===== config.mk =====
export PLATFORM = sky130hd
export DESIGN_NAME = l1a_match_fifo
export DESIGN_NICKNAME = d
export VERILOG_FILES = /design/src/rtl/l1a_match_fifo.sv
export SDC_FILE = /design/constraint.sdc
export NUM_CORES = 1
export LEC_CHECK = 0
export ABC_AREA = 1
export BUFFER_PORTS_ARGS = -buffer_cell sky130_fd_sc_hd__buf_2
export CORE_ASPECT_RATIO = 1.1
export CORE_MARGIN = 1
export CORE_UTILIZATION = 45
export DETAILED_ROUTE_END_ITERATION = 8
export REMOVE_ABC_BUFFERS = 1
export SYNTH_ARGS = -nofsm -noshare
export SYNTH_HDL_FRONTEND = slang
export SYNTH_SLANG_ARGS = --single-unit

===== constraint.sdc =====
create_clock -name CLK -period 3.25 [get_ports CLK]
set_input_delay 0.4875 -clock CLK [delete_from_list [all_inputs] [get_ports CLK]]
set_output_delay 0.4875 -clock CLK [all_outputs]
set_load 0.02 [all_outputs]

===== src/rtl/l1a_match_fifo.sv =====
// l1a_match_fifo: pairs each L1A with its delayed L1A_MATCH result, tags it
// with a running L1A number and buffers {match, number} in a FWFT FIFO.
// Optional build macro: L1A_MATCH_FILTER_EN (store only matched entries).
// Ports:
//   CLK, RST_N      clock, synchronous active-low reset
//   L1A, L1A_MATCH  accept strobe and its match result (L1FD+1 clocks later)
//   L1FD            fine delay, static between resets
//   RD_EN           pop request, honoured only while VALID
//   DOUT            head entry {match, number}; 0 while empty
//   VALID/FULL      not-empty / full flags
//   COUNT           occupancy 0..2^ADDR_W
//   OVERFLOW        sticky: entry dropped on full FIFO
//   ORPHAN          sticky: match pulse without an aligned L1A
module l1a_match_fifo #(
    parameter int ADDR_W = 4,
    parameter int NUM_W  = 12
) (
    input  logic              CLK,
    input  logic              RST_N,
    input  logic              L1A,
    input  logic              L1A_MATCH,
    input  logic [3:0]        L1FD,
    input  logic              RD_EN,
    output logic [NUM_W:0]    DOUT,
    output logic              VALID,
    output logic              FULL,
    output logic [ADDR_W:0]   COUNT,
    output logic              OVERFLOW,
    output logic              ORPHAN
);

    localparam int DEPTH = 1 << ADDR_W;

    logic [15:0]       aln_sr;
    logic              aln;
    logic [NUM_W-1:0]  num;
    logic [NUM_W:0]    mem [DEPTH];
    logic [ADDR_W:0]   wptr;
    logic [ADDR_W:0]   rptr;
    logic              empty;
    logic              full;
    logic              keep;
    logic              push_req;
    logic              push;
    logic              pop;
    logic              drop;
    logic [NUM_W:0]    entry;

    // Tap k of the line is L1A delayed k+1 clocks, matching the delay stage.
    assign aln   = aln_sr[L1FD];
    assign entry = {L1A_MATCH, num};

`ifdef L1A_MATCH_FILTER_EN
    assign keep = L1A_MATCH;
`else
    assign keep = 1'b1;
`endif

    assign empty = (wptr == rptr);
    // Same index, different lap bit: the writer is a full lap ahead.
    assign full  = (wptr[ADDR_W] != rptr[ADDR_W]) &&
                   (wptr[ADDR_W-1:0] == rptr[ADDR_W-1:0]);

    assign pop      = RD_EN && !empty;
    assign push_req = aln && keep;
    // A pop in the same cycle frees the slot the push needs.
    assign push     = push_req && (!full || pop);
    assign drop     = push_req && full && !pop;

    always_ff @(posedge CLK) begin
        if (!RST_N) begin
            aln_sr   <= '0;
            num      <= '0;
            wptr     <= '0;
            rptr     <= '0;
            OVERFLOW <= 1'b0;
            ORPHAN   <= 1'b0;
        end else begin
            aln_sr <= {aln_sr[14:0], L1A};
            if (aln)
                num <= num + 1'b1;
            if (push)
                wptr <= wptr + 1'b1;
            if (pop)
                rptr <= rptr + 1'b1;
            if (drop)
                OVERFLOW <= 1'b1;
            if (L1A_MATCH && !aln)
                ORPHAN <= 1'b1;
        end
    end

    // Storage needs no reset: DOUT is gated by VALID.
    always_ff @(posedge CLK) begin
        if (push)
            mem[wptr[ADDR_W-1:0]] <= entry;
    end

    assign VALID = !empty;
    assign FULL  = full;
    assign COUNT = wptr - rptr;
    assign DOUT  = empty ? '0 : mem[rptr[ADDR_W-1:0]];

endmodule


==> metrics.txt, run 1 <==
Flop pwr share 45.4%; antenna cells 0; Final Hold Viols 0; CTS tree built; GRT overflow 0; number of remaining DRC errors 0; FF-to-FF path depth 10; worst hold path depth 3; Setup crit start kind flip-flop; critical path required time 2.76 ns; Seq/Total Area, Yosys 68.3%; Crit Path Max Fanout 50; CTS Hold Bufs 0; DR vias/cell 5.45; ANT nets after route 0; Cells after Synth 876; Initial Utilization 45.8%; Clock Sinks 252; full die area 0.0238 mm^2; clk_lat worst skew 0.54 ns; P&R area growth vs syn 13.5%; Pint roughly 5800 uW; final instance area 0.0118 mm^2; met3 GRT Util 3.23%; met1 Resource Use GR 28.3%; Clock transition at path regs 0.06 ns; slew margin rel. 42.9%; M2 GR Usage ~33%; Yosys cell types 33; Synth Warn # 0; hpwl dp approximately 14 mm; TritonRoute pass-1 iters 5; RSZ-0062 raised after global routing false; PortBufs 30; minimum clock period 3.01 ns; crit path DAT 2.53 ns; top_reg_cell synth edfxtp_1; Clk pwr share 38.9%; Placed Area 0.0110 mm^2; Worst Max-Slew Pin Slew roughly 0.85 ns; Synth area leader edfxtp_1; max capacitance violation total 0; Multi-input gate area between 0.002 and 0.003 mm^2; 1st-iter DRT viols ~550; IO Count 31; register area roughly 0.0071 mm^2; skew final 0.0133 ns; initial antenna violation count 0; register bit total from synthesis 252; Synth async-reset ratio 0%; Hold WC Path Type input pin to flip-flop; largest net degree at the start of global routing 105; Pleak 0.00419 uW; Synth area leaders edfxtp_1 60%, dfxtp_1 8.4%, nor2_1 5.3%; layout cells sized above 1 12.9%; Slew Limit Fails 0; top-area cell type share of the netlist area 59.9%; Die W 147 um; vias in the first global route 6,502; most frequent cell after synthesis edfxtp_1; final setup fails 0; Root Driver clkbuf_16; Mean Syn Cell Area between 10 and 15 um^2; Final period util between 90% and 100%; maximum vdd drop approximately 500 uV; Post-synth EDFFs 208; Sw Ratio 26.7%; status completed; clock buffer count from CTS 27; GRT Util Overall roughly a fifth; total setup buffers inserted after CTS 0; nets@finish 936; grt peak-use layer met2; post-cts resize count 0; Synth Cell Area 0.0104 mm^2; Die Height roughly 160 um; first-pass GRT wire length around 37 mm; fillcell total 1,976; synth cell count leaders 208 x edfxtp_1, 146 x nor2_1, 81 x nand2_1; Avg WL per Cell between 15 and 20 um; Core Region approximately 0.023 mm^2; GPL Wtd Cong 0.764; WHS about 0.15 ns; Max Freq 332 MHz; PD cells 664 mW/mm^2; via count 6,736; Clock Tree Buf Depth 3; Critical Path End Type output pin; critical path type flip-flop to output pin; Logic pwr share 15.8%; H-Tree Depth 1; Finished Core Util about half; FP Rows 58; NetSw ~2100 uW; total wire length 23.8 mm
[power groups by stage]
stage,Combinational (uW),Clock [uW],Sequential (uW)
final,1240,3050,3560
after global routing,1360,3240,3570
after CTS,1240,3100,3560
after detailed placement,1240,0,3630
after global placement,1230,0,3630
after floorplan,747,0,3700
[metal layers]
layer / vias to the layer above / wire (um)
li1: 3216 / -
met1: 3273 / 10500
met2: 220 / 11300
met3: 27 / 1620
met4: 0 / 405
met5: - / 0
[metrics by stage]
| step | power, uW | cells | TNS (ns) | setup WS (ns) |
|---|---|---|---|---|
| after floorplan | 4450 | 829 | -9.98 | -0.779 |
| after global placement | 4860 | 1187 | 0 | 0.806 |
| after detailed placement | 4870 | 1187 | 0 | 0.783 |
| after CTS | 7910 | 1235 | 0 | 0.219 |
| after global routing | 8160 | 1235 | 0 | 0.0946 |
| final | 7860 | 1235 | 0 | 0.237 |
[worst max-delay path, cell delays in order (launching register included)]
cell	delay [ns]
dfxtp_4	0.45
buf_4	0.47
o21ai_0	0.18
o221ai_1	0.21
nand3_1	0.19
a21oi_1	0.26
buf_2	0.20
[final timing paths]
kind / from / to / slack, ns
worst min-delay path: L1A / aln_sr[0] / 0.15
worst min register to register: aln_sr[5] / aln_sr[6] / 0.42
worst max-delay path: flip-flop / DOUT[7] / 0.24
worst max register to register: wptr[0] / mem[6][3] / 1.01
[cell usage in the layout (no fill, tap or decap), drive strengths merged]
master    synthesis  final
edfxtp          208    208
nor2            148    148
nand2            89     89
inv              59     59
buf              26     58
o21ai            57     57
nand3            54     54
o21bai           52     52
o221ai           52     52
dfxtp            44     44
a21oi            33     33
clkbuf           21     29
clkinv            2     15
ha               10     10
xor2              9      9
nor3              5      5
bufinv            0      4
xnor2             3      3
clkinvlp          0      2
nand4             2      2
nand3b            1      1
fa                1      1
[sequential cells by signal, indices dropped and copies added, names as in the netlist, named ones only]
| signal | cells |
|---|---|
| OVERFLOW | 1 |
| mem | 208 |
| num | 12 |
| aln_sr | 16 |
| rptr | 5 |
| ORPHAN | 1 |
| wptr | 5 |
[area by class of cell]
cell class | count | area share (%)
Clock buffer | 29 | 5.77
Clock inverter | 19 | 1.66
Inverter | 61 | 1.99
Multi-Input combinational cell | 516 | 23.9
Sequential cell | 252 | 60.2
Tap cell | 300 | 3.17
Timing Repair Buffer | 58 | 3.26
[kinds of logic (layout without fill, tap and decap cells)]
family,after synthesis,in the layout,share of synthesized area (%)
buffers and inverters,108,167,4.55
flip-flops,252,252,68.3
AND/OR/NAND/NOR,299,299,12.2
AO/OA/AOI/OAI,194,194,12.4
XOR/XNOR,12,12,1.08
adder cells (fa/ha/maj),11,11,1.39
No activity file was read; power rests on OpenSTA's default activity.
==> run 2: changes to the inputs <==
CTS_BUF_LIST = sky130_fd_sc_hd__clkbuf_16   (was unset)
==> run 2 against run 1 <==
- flip-flop and latch count unchanged
- sequential share of layout area is the same
- die area stayed put
==> metrics.txt, run 2 (synthesis results as in run 1) <==
RSZ-0062 raised after global routing false; slew margin rel. 43.0% (about the same); GRT Util Overall 20.3% (unchanged); post-cts resize count 0 (unchanged); crit path cell chain buf_4 -> o21ai_0 -> o221ai_1 -> nand3_1 -> a21oi_1 -> buf_2; max capacitance violation total 0 (unchanged); TritonRoute pass-1 iters 5 (unchanged); Sw Ratio 26.6% (-0.028 points); IO Count 31 (unchanged); largest net degree at the start of global routing 105 (unchanged); Root Driver clkbuf_16; minimum clock period 3.01 ns (+0.0000130 ns); maximum vdd drop 495 uV (about the same); Clock Tree Buf Depth 3 (unchanged); layout cells sized above 1 12.9% (unchanged); H-Tree Depth 1 (unchanged); Core Region 0.0228 mm^2 (unchanged); critical path required time 2.76 ns (about the same); max reg flops 208 (unchanged); Worst path top cell family by delay buffers and inverters; clock buffer count from CTS 27 (unchanged); Clock Sinks 252 (unchanged); Flop pwr share 45.4% (about the same); CTS tree built; GRT overflow 0 (unchanged); total wire length 23.8 mm (about the same); 1st-iter DRT viols 547 (unchanged); number of remaining DRC errors 0 (unchanged); Clk pwr share 38.8% (about the same); WHS 0.146 ns (+0.000939 ns); vias in the first global route 6,502 (unchanged); final setup fails 0 (unchanged); post-route setup slack 0.237 ns (-0.0000130 ns); FP Rows 58 (unchanged); NetSw 2090 uW (-0.25%); Final Hold Viols 0 (unchanged); PortBufs 30 (unchanged); Placement Setup Slack 0.783 ns (unchanged); DR vias/cell 5.45 (-0.13%); Final period util 92.7% (about the same); most frequent cells in the layout 208 x edfxtp_1, 146 x nor2_1, 81 x nand2_1, 55 x o21ai_0, 54 x inv_1; Clock transition at path regs 0.06 ns (about the same); Avg WL per Cell 19.3 um (about the same); critical path type flip-flop to output pin; hpwl dp 13.5 mm (unchanged); skew final 0.00911 ns (-0.00424 ns); via count 6,727 (-0.13%); PD cells 663 mW/mm^2 (-0.15%); Hold WC Path Type input pin to flip-flop; first-pass GRT wire length 36.9 mm (unchanged); Finished Core Util 51.9% (unchanged); nets@finish 936 (unchanged); GPL Wtd Cong 0.764 (unchanged); Crit Path Max Fanout 50 (unchanged); initial antenna violation count 0 (unchanged); antenna cells 0 (unchanged); Crit-path slowest cell buf_4; Die W 147 um (unchanged); Pleak 0.00420 uW (+0.20%); most common cell after layout, fill and taps aside edfxtp_1; Initial Utilization 45.8% (unchanged); Slew Limit Fails 0 (unchanged); Largest stage delay, worst path 0.47 ns (about the same); total setup buffers inserted after CTS 0 (unchanged); Tot Pwr 7840 uW (-0.15%); full die area 0.0238 mm^2 (unchanged); Logic pwr share 15.8% (about the same); clk_lat worst skew 0.53 ns (about the same); Die Height 162 um (unchanged); P&R area growth vs syn 13.5% (unchanged); CP bufs+invs 2 (unchanged); ANT nets after route 0 (unchanged); Placed Area 0.0110 mm^2 (unchanged); Pint 5750 uW (-0.11%); final instance area 0.0118 mm^2 (unchanged); crit path DAT 2.53 ns (about the same); Max Freq 332 MHz (about the same); Setup crit start kind flip-flop; Critical Path End Type output pin; CTS Hold Bufs 0 (unchanged); Worst Max-Slew Pin Slew 0.854 ns (-0.000511 ns); status completed
==> run 2: path summary, 6_finish.rpt <==
check | startpoint | end | slack, ns | cells past startpoint
worst max-delay path | flip-flop | DOUT[7] | 0.24 | 6
worst min-delay path | L1A | aln_sr[0] | 0.15 | 3
worst max register to register | wptr[0] | mem[6][9] | 1.01 | 10
worst min register to register | aln_sr[5] | aln_sr[6] | 0.42 | 2
==> run 2: metal layers <==
| metal | track usage, % | routed length [um] | vias up |
|---|---|---|---|
| met5 | 0 | 0 | - |
| met4 | 5.86 | 466 | 0 |
| met3 | 3.23 | 1660 | 32 |
| met2 | 33.0 | 11200 | 221 |
| met1 | 28.3 | 10500 | 3257 |
| li1 | - | - | 3217 |
==> run 2: layout make-up <==
type / instances / area, um^2
fill: 1976 / 10900
sequential: 252 / 7130
multi-input combinational: 516 / 2830
clock buffer: 27 / 676
timing repair buffer: 58 / 385
tap: 300 / 375
inverter: 61 / 235
clock inverter: 21 / 204
==> run 2: worst reg2reg max path, stage by stage (launching register included) <==
cell and delay, ns:
dfxtp_1 0.43, inv_1 0.12, ha_1 0.34, nand4_2 0.16
nor2_4 0.07, nand2_4 0.11, nand2_4 0.07, inv_2 0.13
nand2_2 0.09, nor2_1 0.10, buf_4 0.29
==> run 2: through the flow <==
step	std cells	TNS, ns
after global placement	1187	0
after floorplan	829	-9.98
after detailed placement	1187	0
final	1235	0
after global routing	1235	0
after CTS	1235	0
==> run 2: power groups by stage <==
stage               sequential [uW]  combinational [uW]  clock [uW]
detailed placement             3630                1240           0
finish                         3560                1240        3040
CTS                            3560                1240        3100
floorplan                      3700                 747           0
global placement               3630                1230           0
global route                   3570                1360        3230
==> run 3: changes to the inputs <==
ABC_AREA = unset   (was 1)
CORE_MARGIN = unset   (was 1)
clock period = 2.5 ns   (was 3.25 ns; I/O delays follow)
==> run 3 against run 2 <==
- the run now ends with negative setup slack left
- die area fell by 3.1%
- hold slack got worse by 0.072 ns
- register-to-register slack got worse by 0.78 ns
- combinational power rose by 24%
- utilization rose by 3.6 points
- largest cell class unchanged
- sequential power rose by 29%
- clock skew rose by 0.00085 ns
- sequential share of layout area fell by 2.0 points
- clock power rose by 24%
- via count fell by 22%
- global-route usage fell by 1.0 points
- wire length fell by 9.6%
==> metrics.txt, run 3 <==
Synth area leader edfxtp_1; P&R area growth vs syn 21.2%; Post-Synth Adder-Cell Area 1.44% (+0.045 points); Finished Core Util 55.6% (+3.6 points); crit path DAT 2.47 ns (-0.06 ns); Cells after Synth 550 (-37%); number of remaining DRC errors 0 (unchanged); Initial Utilization 45.9% (+0.075 points); top_reg_cell synth edfxtp_1; most common cell after layout, fill and taps aside edfxtp_1; antenna cells 0 (unchanged); clock buffer count from CTS 24 (-11%); status finished with violations; Seq/Total Area, Yosys 70.5% (+2.2 points); synth cell count leaders 208 x edfxtp_1, 65 x mux4_2, 44 x dfxtp_1; TritonRoute pass-1 iters 4 (-1); Die W 145 um (-1.6%); max reg flops 208 (unchanged); first-pass GRT wire length 32.5 mm (-12%); Die Height 159 um (-1.6%); Yosys cell types 39 (+18%); vias in the first global route 5,439 (-16%); Crit Path Max Fanout 7 (-86%); register area 0.00714 mm^2 (+0.12%); final setup fails 13 (+13); Final period util 114%; mux cell area share after synthesis 16.6% (+17 points); final instance area 0.0123 mm^2 (+3.5%); ANT nets after route 0 (unchanged); max capacitance violation total 0 (unchanged); Clock transition at path regs 0.06 ns (about the same); CTS Hold Bufs 0 (unchanged); H-Tree Depth 1 (unchanged); skew final 0.00996 ns (+0.000851 ns); critical path required time 2.12 ns (-0.64 ns); Synth Warn # 0 (unchanged); Clock Tree Buf Depth 3 (unchanged); Post-Synth Simple-Gate Area 6.80% (-5.4 points); Clock Sinks 252 (unchanged); slew margin rel. 55.6% (+13 points); largest net degree at the start of global routing 53 (-50%); nets@finish 667 (-29%); Synth area leaders edfxtp_1 62%, mux4_2 14%, dfxtp_1 8.7%; xor/xnor share of the synthesized area 0.768% (-0.31 points); FP Rows 57 (-1.7%); DR vias/cell 5.46 (+0.27%); critical path type flip-flop to output pin; GRT Util Overall 19.3% (-1.0 points); Pleak 0.00417 uW (-0.79%); Final Hold Viols 0 (unchanged); via count 5,243 (-22%); initial antenna violation count 0 (unchanged); Synth async-reset ratio 0% (unchanged); minimum clock period 2.85 ns; Core Region 0.0220 mm^2 (-3.3%); Hold WC Path Type input pin to flip-flop; Post-synth EDFFs 208 (unchanged); IO Count 31 (unchanged); most frequent cells in the layout 208 x edfxtp_1, 65 x mux4_2, 51 x buf_4, 39 x dfxtp_1, 29 x clkbuf_16; failing checks negative setup slack; layout cells sized above 1 35.9% (+23 points); PD cells 807 mW/mm^2 (+22%); Multi-input gate area 0.00293 mm^2 (+3.4%); clk_lat worst skew 0.51 ns (-0.02 ns); Avg WL per Cell 22.4 um (+16%); Tot Pwr 9890 uW (+26%); Setup crit start kind flip-flop; maximum vdd drop 461 uV (-7.0%); PortBufs 30 (unchanged); Critical Path End Type output pin; main combinational cell family by area after synthesis multiplexers; GPL Wtd Cong 0.787 (+3.0%); top-area cell type share of the netlist area 61.8% (+1.9 points); CTS tree built; total wire length 21.5 mm (-9.6%); GRT overflow 0 (unchanged); Max Freq roughly 350 MHz; Placed Area 0.0110 mm^2 (+0.75%); register bit total from synthesis 252 (unchanged); compound-gate portion of the synthesized area 1.99% (-10 points); Mean Syn Cell Area 18.4 um^2 (+54%); Slew Limit Fails 0 (unchanged); FF-to-FF path depth 7 (-3); total negative slack -3.99 ns (-3.99 ns); hpwl dp 12.9 mm (-4.4%); Synth Cell Area 0.0101 mm^2 (-3.1%); worst hold path depth 2 (-1); post-route setup slack -0.346 ns (-0.583 ns); Root Driver clkbuf_16; Placement Setup Slack 0.0408 ns (-0.742 ns); RSZ-0062 raised after global routing true; most frequent cell after synthesis edfxtp_1; 1st-iter DRT viols 380 (-31%); Worst Max-Slew Pin Slew 0.666 ns (-0.189 ns); fillcell total 1,709 (-14%); full die area 0.0231 mm^2 (-3.1%)
run 3: cells by family (layout without fill, tap and decap cells):
family	after synthesis	after routing
buffers and inverters	39	154
adders and majority gates	11	11
AOI/OAI and AO/OA	33	33
muxes	86	86
xor gates and xnor gates	8	8
DFF	252	252
and+or+nand+nor	121	121
run 3: area by class of cell:
cell class	count	share of cell area, %
inverter	13	0.419
sequential	252	58.3
clock inverter	19	1.64
multi-input combinational	259	23.9
timing repair buffer	97	7.66
clock buffer	25	5.11
tap	295	3.01
run 3: power breakdown:
group | internal (uW) | leakage [uW] | total, uW | switching [uW]
clock | 2230 | 0.000405 | 3760 | 1520
sequential | 4560 | 0.00233 | 4590 | 32.7
combinational | 851 | 0.00143 | 1540 | 690
run 3: stage by stage:
| step | hold slack [ns] | cells |
|---|---|---|
| finish | 0.0739 | 960 |
| floorplan | 0.429 | 524 |
| detailed placement | 0.439 | 903 |
| global route | 0.0592 | 960 |
| global placement | 0.441 | 903 |
| CTS | 0.0566 | 949 |
run 3: routing by layer:
layer / share of wire [%] / track usage [%] / vias up
li1: - / - / 2379
met1: 42 / 27.4 / 2686
met2: 49 / 31.3 / 146
met3: 6.9 / 2.68 / 32
met4: 1.8 / 4.88 / 0
met5: 0 / 0 / -
run 3: path summary, 6_finish.rpt:
kind,startpoint,to,slack [ns]
hold / removal,L1A,aln_sr[0],0.07
setup reg to reg,rptr[1],mem[12][10],0.23
setup / recovery,flip-flop,DOUT[8],-0.35
hold reg to reg,OVERFLOW,OVERFLOW,0.45
run 3: critical path, cell delays in order (launching register included):
cell and delay [ns]:
dfxtp_4 0.39, buf_12 0.13, clkbuf_16 0.16, mux4_2 0.52
mux4_2 0.48, and2_4 0.15, buf_6 0.12
run 3: timing repair:
action / in CTS / in global routing
endpoints found under the setup margin: 15 / 28
hold endpoints to repair: 0 / 0
cloned: 0 / 6
gates resized for setup: 12 / 47
pin swaps: 4 / 16
setup buffers: 2 / 5
